<file path="src/rtl/ex_lane_stage.sv">
// rtl/ex_lane_stage.sv - multi-lane execute stage register with a shared, age-ordered data SRAM port
//
// Purpose: holds one issue bundle of LANES instructions in the execute stage and
// serialises the bundle's memory requests onto a single data SRAM port, oldest
// lane first, stalling the stage until only the last request remains.
//
// Ports:
//   clk, rst            clock, asynchronous active-high reset
//   flush               synchronous pipeline flush
//   stall               pipeline stall vector (1 = stop), bit EX_IDX owned here
//   id_bus/id_valid     incoming bundle lanes and per-lane valid
//   id_oldest           index of the program-order-oldest incoming lane
//   lane_bus/valid/oldest  registered bundle presented to the lane units
//   mem_req, mem_*_i    per-lane SRAM request fields from the lane units
//   data_sram_*         the single shared data port
//   mem_grant           one-hot lane currently driving the data port
//   stallreq_for_ex     more than one request still pending in the held bundle
//   bundle_done         bundle may advance this cycle
module ex_lane_stage #(
   parameter int LANES    = 2,
   parameter int LANE_WD  = 251,
   parameter int STALL_WD = 6,
   parameter int EX_IDX   = 3,
   localparam int OW      = (LANES > 1) ? $clog2(LANES) : 1
) (
   input  logic                     clk,
   input  logic                     rst,
   input  logic                     flush,
   input  logic [STALL_WD-1:0]      stall,
   input  logic [LANES*LANE_WD-1:0] id_bus,
   input  logic [LANES-1:0]         id_valid,
   input  logic [OW-1:0]            id_oldest,
   output logic [LANES*LANE_WD-1:0] lane_bus,
   output logic [LANES-1:0]         lane_valid,
   output logic [OW-1:0]            lane_oldest,
   input  logic [LANES-1:0]         mem_req,
   input  logic [LANES*4-1:0]       mem_wen_i,
   input  logic [LANES*32-1:0]      mem_addr_i,
   input  logic [LANES*32-1:0]      mem_wdata_i,
   output logic                     data_sram_en,
   output logic [3:0]               data_sram_wen,
   output logic [31:0]              data_sram_addr,
   output logic [31:0]              data_sram_wdata,
   output logic [LANES-1:0]         mem_grant,
   output logic                     stallreq_for_ex,
   output logic                     bundle_done
);

   logic [LANES*LANE_WD-1:0] lane_bus_q, lane_bus_d;
   logic [LANES-1:0]         lane_valid_q, lane_valid_d;
   logic [OW-1:0]            lane_oldest_q, lane_oldest_d;
   logic [LANES-1:0]         served_q, served_d;

   logic [LANES-1:0]         pending;
   logic [LANES-1:0]         grant;
   int                       pend_cnt;
   logic                     found;

   // Only two stall bits matter here; the rest are folded away on purpose.
   logic                     stall_unused;
   assign stall_unused = ^stall;

   assign pending = lane_valid_q & mem_req & ~served_q;

   // Age-ordered search: rank k is lane (oldest + k) mod LANES.
   always_comb begin
      grant = '0;
      found = 1'b0;
      for (int k = 0; k < LANES; k++) begin
         for (int j = 0; j < LANES; j++) begin
            if (!found && pending[j] && (j == ((int'(lane_oldest_q) + k) % LANES))) begin
               grant[j] = 1'b1;
               found    = 1'b1;
            end
         end
      end
   end

   always_comb begin
      pend_cnt = 0;
      for (int j = 0; j < LANES; j++) begin
         if (pending[j]) pend_cnt = pend_cnt + 1;
      end
   end

   // And-or mux: grant is one-hot or zero, so an idle port reads all zero.
   always_comb begin
      data_sram_wen   = '0;
      data_sram_addr  = '0;
      data_sram_wdata = '0;
      for (int j = 0; j < LANES; j++) begin
         if (grant[j]) begin
            data_sram_wen   = data_sram_wen   | mem_wen_i[j*4 +: 4];
            data_sram_addr  = data_sram_addr  | mem_addr_i[j*32 +: 32];
            data_sram_wdata = data_sram_wdata | mem_wdata_i[j*32 +: 32];
         end
      end
   end

   assign data_sram_en    = |grant;
   assign mem_grant       = grant;
   assign stallreq_for_ex = (pend_cnt >= 2);
   assign bundle_done     = (pend_cnt <= 1) && (|lane_valid_q);

   assign lane_bus    = lane_bus_q;
   assign lane_valid  = lane_valid_q;
   assign lane_oldest = lane_oldest_q;

   always_comb begin
      lane_bus_d    = lane_bus_q;
      lane_valid_d  = lane_valid_q;
      lane_oldest_d = lane_oldest_q;
      // While holding, the lane granted this cycle is marked done at the edge.
      served_d      = served_q | grant;
      if (flush) begin
         lane_bus_d    = '0;
         lane_valid_d  = '0;
         lane_oldest_d = '0;
         served_d      = '0;
      end else if (stall[EX_IDX] && !stall[EX_IDX+1]) begin
         // Upstream stopped but downstream moves on: insert a bubble.
         lane_bus_d    = '0;
         lane_valid_d  = '0;
         lane_oldest_d = '0;
         served_d      = '0;
      end else if (!stall[EX_IDX]) begin
         lane_valid_d  = id_valid;
         lane_oldest_d = id_oldest;
         served_d      = '0;
         for (int j = 0; j < LANES; j++) begin
            lane_bus_d[j*LANE_WD +: LANE_WD] = id_valid[j] ? id_bus[j*LANE_WD +: LANE_WD]
                                                           : '0;
         end
      end
   end

   always_ff @(posedge clk or posedge rst) begin
      if (rst) begin
         lane_bus_q    <= '0;
         lane_valid_q  <= '0;
         lane_oldest_q <= '0;
         served_q      <= '0;
      end else begin
         lane_bus_q    <= lane_bus_d;
         lane_valid_q  <= lane_valid_d;
         lane_oldest_q <= lane_oldest_d;
         served_q      <= served_d;
      end
   end

endmodule

</file>
<file path="config.mk">
export PLATFORM = sky130hd
export DESIGN_NAME = ex_lane_stage
export DESIGN_NICKNAME = d
export VERILOG_FILES = /design/src/rtl/ex_lane_stage.sv
export SDC_FILE = /design/constraint.sdc
export NUM_CORES = 1
export LEC_CHECK = 0
export BUFFER_PORTS_ARGS = -buffer_cell sky130_fd_sc_hd__buf_4
export CAP_MARGIN = 30
export CORE_AREA = 10 10 473 475
export DETAILED_ROUTE_END_ITERATION = 10
export DIE_AREA = 0 0 483 485
export PLACE_DENSITY_LB_ADDON = 0.12
export SYNTH_ARGS = -nofsm -noshare
export SYNTH_HDL_FRONTEND = slang
export SYNTH_SLANG_ARGS = --single-unit
</file>
<file path="constraint.sdc">
create_clock -name clk -period 20.2 [get_ports clk]
set_input_delay 6.06 -clock clk [delete_from_list [all_inputs] [get_ports clk]]
set_output_delay 6.06 -clock clk [all_outputs]
set_load 0.05 [all_outputs]
</file>
==> results.ini, run 1 <==
[worst_setup_path]
path_class = in -> out
r2r_start = lane_oldest$_DFFE_PP0P_
reg2regPathDepth = 3
cp.required_ns = 14.14
r2r_setup_slack_ns = 19.02
path_max_fanout = 44
cp-start-kind = primary input
critPathLaunch = mem_req[1]
endpoint = data_sram_wdata[0]
timing.rr.end = served_q[1]$_DFF_PP0_
arrival_ns = 8.50
crit_path_end_kind = output port

[placed_design]
gp_congestion = 0.8144
io_buffers = 1225
place_hpwl_um = 121600
place_ws_ns = 5.572

[synthesis]
synth.avg_cell_area_um2 = 15.03
synthTopCellsByArea = dfrtp_1 (69%), a22o_1 (27%), buf_2 (2.6%)
synth_most_common_cell = a22o_1
yosysUniqueCellTypes = 22
ys_seq_elements = 507
yosysTopAreaCell = dfrtp_1
ys_top_cells_by_count = a22o_1 (570), dfrtp_1 (507), buf_2 (95), clkbuf_1 (24), nor2_1 (5)
synthCells = 1227
netlist_area_um2 = 18440
synth_top_area_share_pct = 68.79
async_flop_share_pct = 100.0
seq_area_frac_synth_pct = 68.79
synth_warnings = 0
synth_fp_nets = 1879
synth-edff-count = 0
dominantRegCellSynth = dfrtp_1

[routing]
dr.max_layer_used = met4
drc = 0
wl_met3_um = 19340
viasPerCell = 3.184
wl_met2_um = 74580
wirelength_um = 151100
drt_first_pass_iters = 5
wl_met1_um = 54360
via_count = 16987
first_iter_violations = 995
routedWlPerCell_um = 28.32
route.antenna.remaining_nets = 0

[grt]
grt-ovfl-total = 0
grt_max_degree = 141
grt_pass1_wl_um = 195700
grtUsageTotal_pct = 12.28
grt_pass1_vias = 18412
antenna_found_initial = 47

[sta]
hold_viol = 0
tightest_slew_ns = 1.009
grt_setup_unrepaired = false
max_slew_margin_pct = 32.74
setup_slack_ns = 5.642
finalSetupTns_ns = 0
clock_skew_ns = 0.02956
maxSlewViolCount = 0
fmax_mhz = 68.69
fin_crit_sh_pct = 72.07
finalCriticalPeriod_ns = 14.56
whs_ns = 0.5002
setup_violations = 0

[min_path]
hp-class = reg -> reg

[floorplan]
die_y_um = 485
die_w_um = 483
fp.coreArea_um2 = 214000
rows = 170
dieArea_um2 = 234300
start_util_pct = 8.619
pin_count = 1230

[layout]
num-fill-cells = 23984
area_growth_pct = 82.01
finalNetCount = 3086
drive_gt1_share_pct = 55.11

[power]
peakVddDrop_mv = 0.05464
leakage_nw = 16.65
power.density_nw_per_um2 = 88.07

[clocking]
root_buffer = clkbuf_16
cts_hold_buf = 0
clk_pin_slew_ns = 0.05
cts_sinks = 507
numCtsBuffers = 77
htree_levels = 3
post-cts-setup-buffers = 0
cts.repair.resized = 0
cts_tree = done
cts_buffer_depth = 3
clock_latency_ns = 0.70

[run]
cap_violations = 0

[outcome]
status = finished clean

state kept, by name (all words and copies together) (netlist names):
register / cells
served_q: 2
lane_valid: 2
lane_bus: 502
lane_oldest: 1
per-stage QoR:
step	power [mW]	cells	utilization, %	area, µm²
2_1_floorplan	1.289	1227	-	18450
3_3_place_gp	1.530	5191	14.42	30850
3_5_place_dp	1.529	5193	14.43	30890
4_1_cts	3.045	5333	15.69	33560
5_1_grt	3.093	5334	15.69	33570
6_report	2.956	5335	15.69	33570
cell families after synthesis:
family	synth area share, %
DFF	68.79
and+or+nand+nor	0.6038
AOI/OAI and AO/OA	27.29
buffers and inverters	3.311
where the power goes:
group	switching (mW)	internal (mW)
Sequential	0.0225	1.05
Clock	0.580	0.876
Combinational	0.273	0.156
Total	0.875	2.08
worst min path at each step:
stage / to / startpoint / cells after the start / slack (ns)
CTS: lane_bus[109]$_DFFE_PP0P_ / lane_bus[109]$_DFFE_PP0P_ / 1 / 0.51
global placement: lane_bus[305]$_DFFE_PP0P_ / lane_bus[305]$_DFFE_PP0P_ / 1 / 0.49
detailed placement: lane_bus[0]$_DFFE_PP0P_ / lane_bus[0]$_DFFE_PP0P_ / 1 / 0.49
floorplan: served_q[0]$_DFF_PP0_ / served_q[0]$_DFF_PP0_ / 1 / 0.54
finish: lane_bus[109]$_DFFE_PP0P_ / lane_bus[109]$_DFFE_PP0P_ / 1 / 0.50
global route: lane_bus[230]$_DFFE_PP0P_ / lane_bus[230]$_DFFE_PP0P_ / 1 / 0.51
layout make-up:
class / instances / area, µm² / area share, %
Inverter: 1 / 7.507 / 0.02236
Clock buffer: 115 / 2200 / 6.553
Timing Repair Buffer: 1254 / 9472 / 28.22
Multi-Input combinational cell: 593 / 5169 / 15.40
Tap cell: 2838 / 3551 / 10.58
Antenna cell: 2 / 5.005 / 0.01491
Clock inverter: 25 / 478.0 / 1.424
Sequential cell: 507 / 12690 / 37.80
layout by cell type, fill, tap and decap left out, types with 2 or more instances in the layout:
master	netlist	layout
buf_4	2	1249
a22o_1	570	570
dfrtp_1	507	507
clkbuf_16	0	77
clkbuf_1	24	25
clkbuf_8	0	13
bufinv_16	0	9
clkinv_2	0	6
nor2_1	5	4
buf_12	0	4
nand2_1	3	3
clkinv_16	0	3
diode_2	0	2
nor3b_2	0	2
nor3_4	1	2
o21a_1	2	2
a21o_1	2	2
inv_6	0	2
clkinv_4	0	2
clkinv_8	0	2
routing by layer:
metal | vias to the layer above | track usage [%]
li1 | 7264 | -
met1 | 8548 | 12.79
met2 | 986 | 21.32
met3 | 189 | 7.200
met4 | 0 | 2.643
met5 | - | 0
worst max-delay path: stages:
cell and delay (ns):
buf_4 0.11, and4b_1 0.20, nor3_4 0.62, buf_8 0.24
buf_4 0.48, a22o_1 0.42, buf_4 0.28
(Power assumes the default switching activity.)
==> run 2, diff against run 1 <==
==> constraint.sdc (replaced) <==
create_clock -name clk -period 13.28 [get_ports clk]
set_input_delay 3.984 -clock clk [delete_from_list [all_inputs] [get_ports clk]]
set_output_delay 3.984 -clock clk [all_outputs]
set_load 0.05 [all_outputs]
==> run 2 against run 1 <==
Against the previous run: register-to-register slack worse by 6.9 ns; die area stayed put; via count down 1.1%; setup slack lost 2.5 ns; utilization shrank 0.13 points; combinational power grew 52%; global-route usage decreased by 0.075 points; flip-flop and latch count is the same; wire length is 0.58% lower; sequential share of layout area increased by 0.31 points; clock-buffer cell count is 3 lower; critical path type unchanged.
==> results.ini, run 2 (synthesis results as in run 1) <==
[grt]
grtUsageTotal_pct = 12.21  ; was 12.28%
antenna_found_initial = 46  ; was 47
grt_max_degree = 155  ; was 141
grt_pass1_vias = 18342  ; was 18.41k
grt-ovfl-total = 0  ; unchanged
grt_pass1_wl_um = 194200  ; was 195700 µm

[floorplan]
die_w_um = 483  ; unchanged
rows = 170  ; unchanged
fp.coreArea_um2 = 214000  ; unchanged
pin_count = 1230  ; unchanged
start_util_pct = 8.619  ; unchanged
dieArea_um2 = 234300  ; unchanged
die_y_um = 485  ; unchanged

[sta]
fmax_mhz = 98.69
max_slew_margin_pct = 18.14  ; was 32.74%
tightest_slew_ns = 1.228  ; was 1.009 ns
setup_slack_ns = 3.148  ; was 5.642 ns
clock_skew_ns = 0.01354  ; was 0.02956 ns
grt_setup_unrepaired = false  ; unchanged
finalCriticalPeriod_ns = 10.13
setup_violations = 0  ; unchanged
hold_viol = 0  ; unchanged
fin_crit_sh_pct = 76.30
finalSetupTns_ns = 0  ; unchanged
whs_ns = 0.5036  ; was 0.5002 ns
maxSlewViolCount = 0  ; unchanged

[power]
peakVddDrop_mv = 0.08690  ; was 0.05464 mV
leakage_nw = 16.50  ; was 16.65 nW
seqPwrFrac_pct = 38.1  ; was 36.2%
p_int_mw = 2.949  ; was 2.081 mW
switchingPower_mw = 1.324  ; was 875.4 µW
p_sw_share_pct = 30.99  ; was 29.61%
total_power_mw = 4.273  ; was 2.956 mW
p_comb_share_pct = 15.3  ; was 14.5%
clkPwrFrac_pct = 46.6  ; was 49.3%
power.density_nw_per_um2 = 128.3  ; was 88.07 nW/µm²

[clocking]
cts_tree = done  ; unchanged
cts_buffer_depth = 3  ; unchanged
htree_levels = 3  ; unchanged
numCtsBuffers = 75  ; was 77
cts_hold_buf = 0  ; unchanged
root_buffer = clkbuf_16  ; unchanged
cts_sinks = 507  ; unchanged
cts.repair.resized = 0  ; unchanged
clock_latency_ns = 0.70  ; about the same
post-cts-setup-buffers = 0  ; unchanged
clk_pin_slew_ns = 0.05  ; about the same

[layout]
postLayoutCellArea_um2 = 33290  ; was 33570 µm²
largest_reg_flops = 502  ; unchanged
layout_common_cells = buf_4 (1241), a22o_1 (570), dfrtp_1 (507), clkbuf_16 (75), clkbuf_1 (27)  ; was buf_4 (1249), a22o_1 (570), dfrtp_1 (507), clkbuf_16 (77), clkbuf_1 (25)
finalNetCount = 3080  ; was 3086
area_growth_pct = 80.53  ; was 82.01%
final_common_cell = buf_4  ; unchanged
num-fill-cells = 23993  ; was 23.98k
drive_gt1_share_pct = 54.83  ; was 55.11%

[run]
cap_violations = 0  ; unchanged

[routing]
via_count = 16804  ; was 16.99k
drt_first_pass_iters = 4  ; was 5
drc = 0  ; unchanged
wirelength_um = 150200  ; was 151100 µm
routedWlPerCell_um = 28.19  ; was 28.32 µm
viasPerCell = 3.154  ; was 3.184
route.antenna.remaining_nets = 0  ; unchanged
first_iter_violations = 909  ; was 995

[placed_design]
placed_area_um2 = 30890  ; about the same
place_ws_ns = 3.029  ; was 5.572 ns
gp_congestion = 0.7973  ; was 0.8144
place_hpwl_um = 119900  ; was 121600 µm
io_buffers = 1225  ; unchanged

[worst_setup_path]
reg2regPathDepth = 3  ; unchanged
cp-start-kind = primary input  ; unchanged
timing.rr.end = served_q[1]$_DFF_PP0_  ; unchanged
arrival_ns = 6.15  ; was 8.50 ns
r2r_start = lane_oldest$_DFFE_PP0P_  ; unchanged
crit_path_end_kind = output port  ; unchanged
r2r_setup_slack_ns = 12.10  ; was 19.02 ns
path_max_fanout = 46  ; was 44
path_class = in -> out  ; unchanged
cp.required_ns = 9.30  ; was 14.14 ns

[outcome]
status = finished clean  ; unchanged

[min_path]
hold_start = lane_bus[469]$_DFFE_PP0P_  ; was lane_bus[109]$_DFFE_PP0P_
whs_endpoint = lane_bus[469]$_DFFE_PP0P_  ; was lane_bus[109]$_DFFE_PP0P_
hold_depth = 1  ; unchanged
hp-class = reg -> reg  ; unchanged

run 2: area by class of cell:
cell class	count	area, µm²	share of cell area [%]
sequential	507	12690	38.11
timing repair buffer	1250	9504	28.55
multi-input combinational	593	5169	15.52
tap	2838	3551	10.67
clock buffer	112	2116	6.355
clock inverter	21	245.2	0.7366
antenna	6	15.01	0.04510
inverter	1	7.507	0.02255
run 2: power groups by stage:
stage,Combinational [mW],Sequential [mW],Clock [mW]
2_1_floorplan,0.140,1.82,0
3_3_place_gp,0.673,1.65,0
3_5_place_dp,0.672,1.65,0
4_1_cts,0.672,1.63,2.11
5_1_grt,0.696,1.63,2.15
6_report,0.654,1.63,1.99
run 2: worst max-delay path: stages:
cell and delay [ns]:
buf_4 0.12, and4bb_1 0.23, nor3_4 0.76, buf_12 0.32
a22o_1 0.36, buf_4 0.27
run 2: worst max path at each step:
stage	slack, ns	cells past startpoint	start	end
6_report	3.15	6	mem_req[0]	data_sram_wdata[2]
3_5_place_dp	3.03	6	mem_req[0]	data_sram_wdata[2]
5_1_grt	2.99	6	mem_req[0]	data_sram_wdata[2]
3_3_place_gp	3.06	6	mem_req[1]	data_sram_wdata[0]
4_1_cts	3.03	6	mem_req[0]	data_sram_wdata[2]
2_1_floorplan	2.41	1	rst	lane_bus[0]$_DFFE_PP0P_
run 2: layer usage:
layer	vias up	routed length, µm	track usage, %
met4	0	3512	3.241
met3	175	19030	7.154
li1	7259	-	-
met1	8453	53980	12.64
met5	-	0	0
met2	917	73670	20.98
run 2: metrics by stage:
step	utilization, %	std cells
after detailed placement	14.44	5188
final	15.56	5328
after CTS	15.54	5321
after global placement	14.44	5188
after global routing	15.56	5326
after floorplan	-	1227
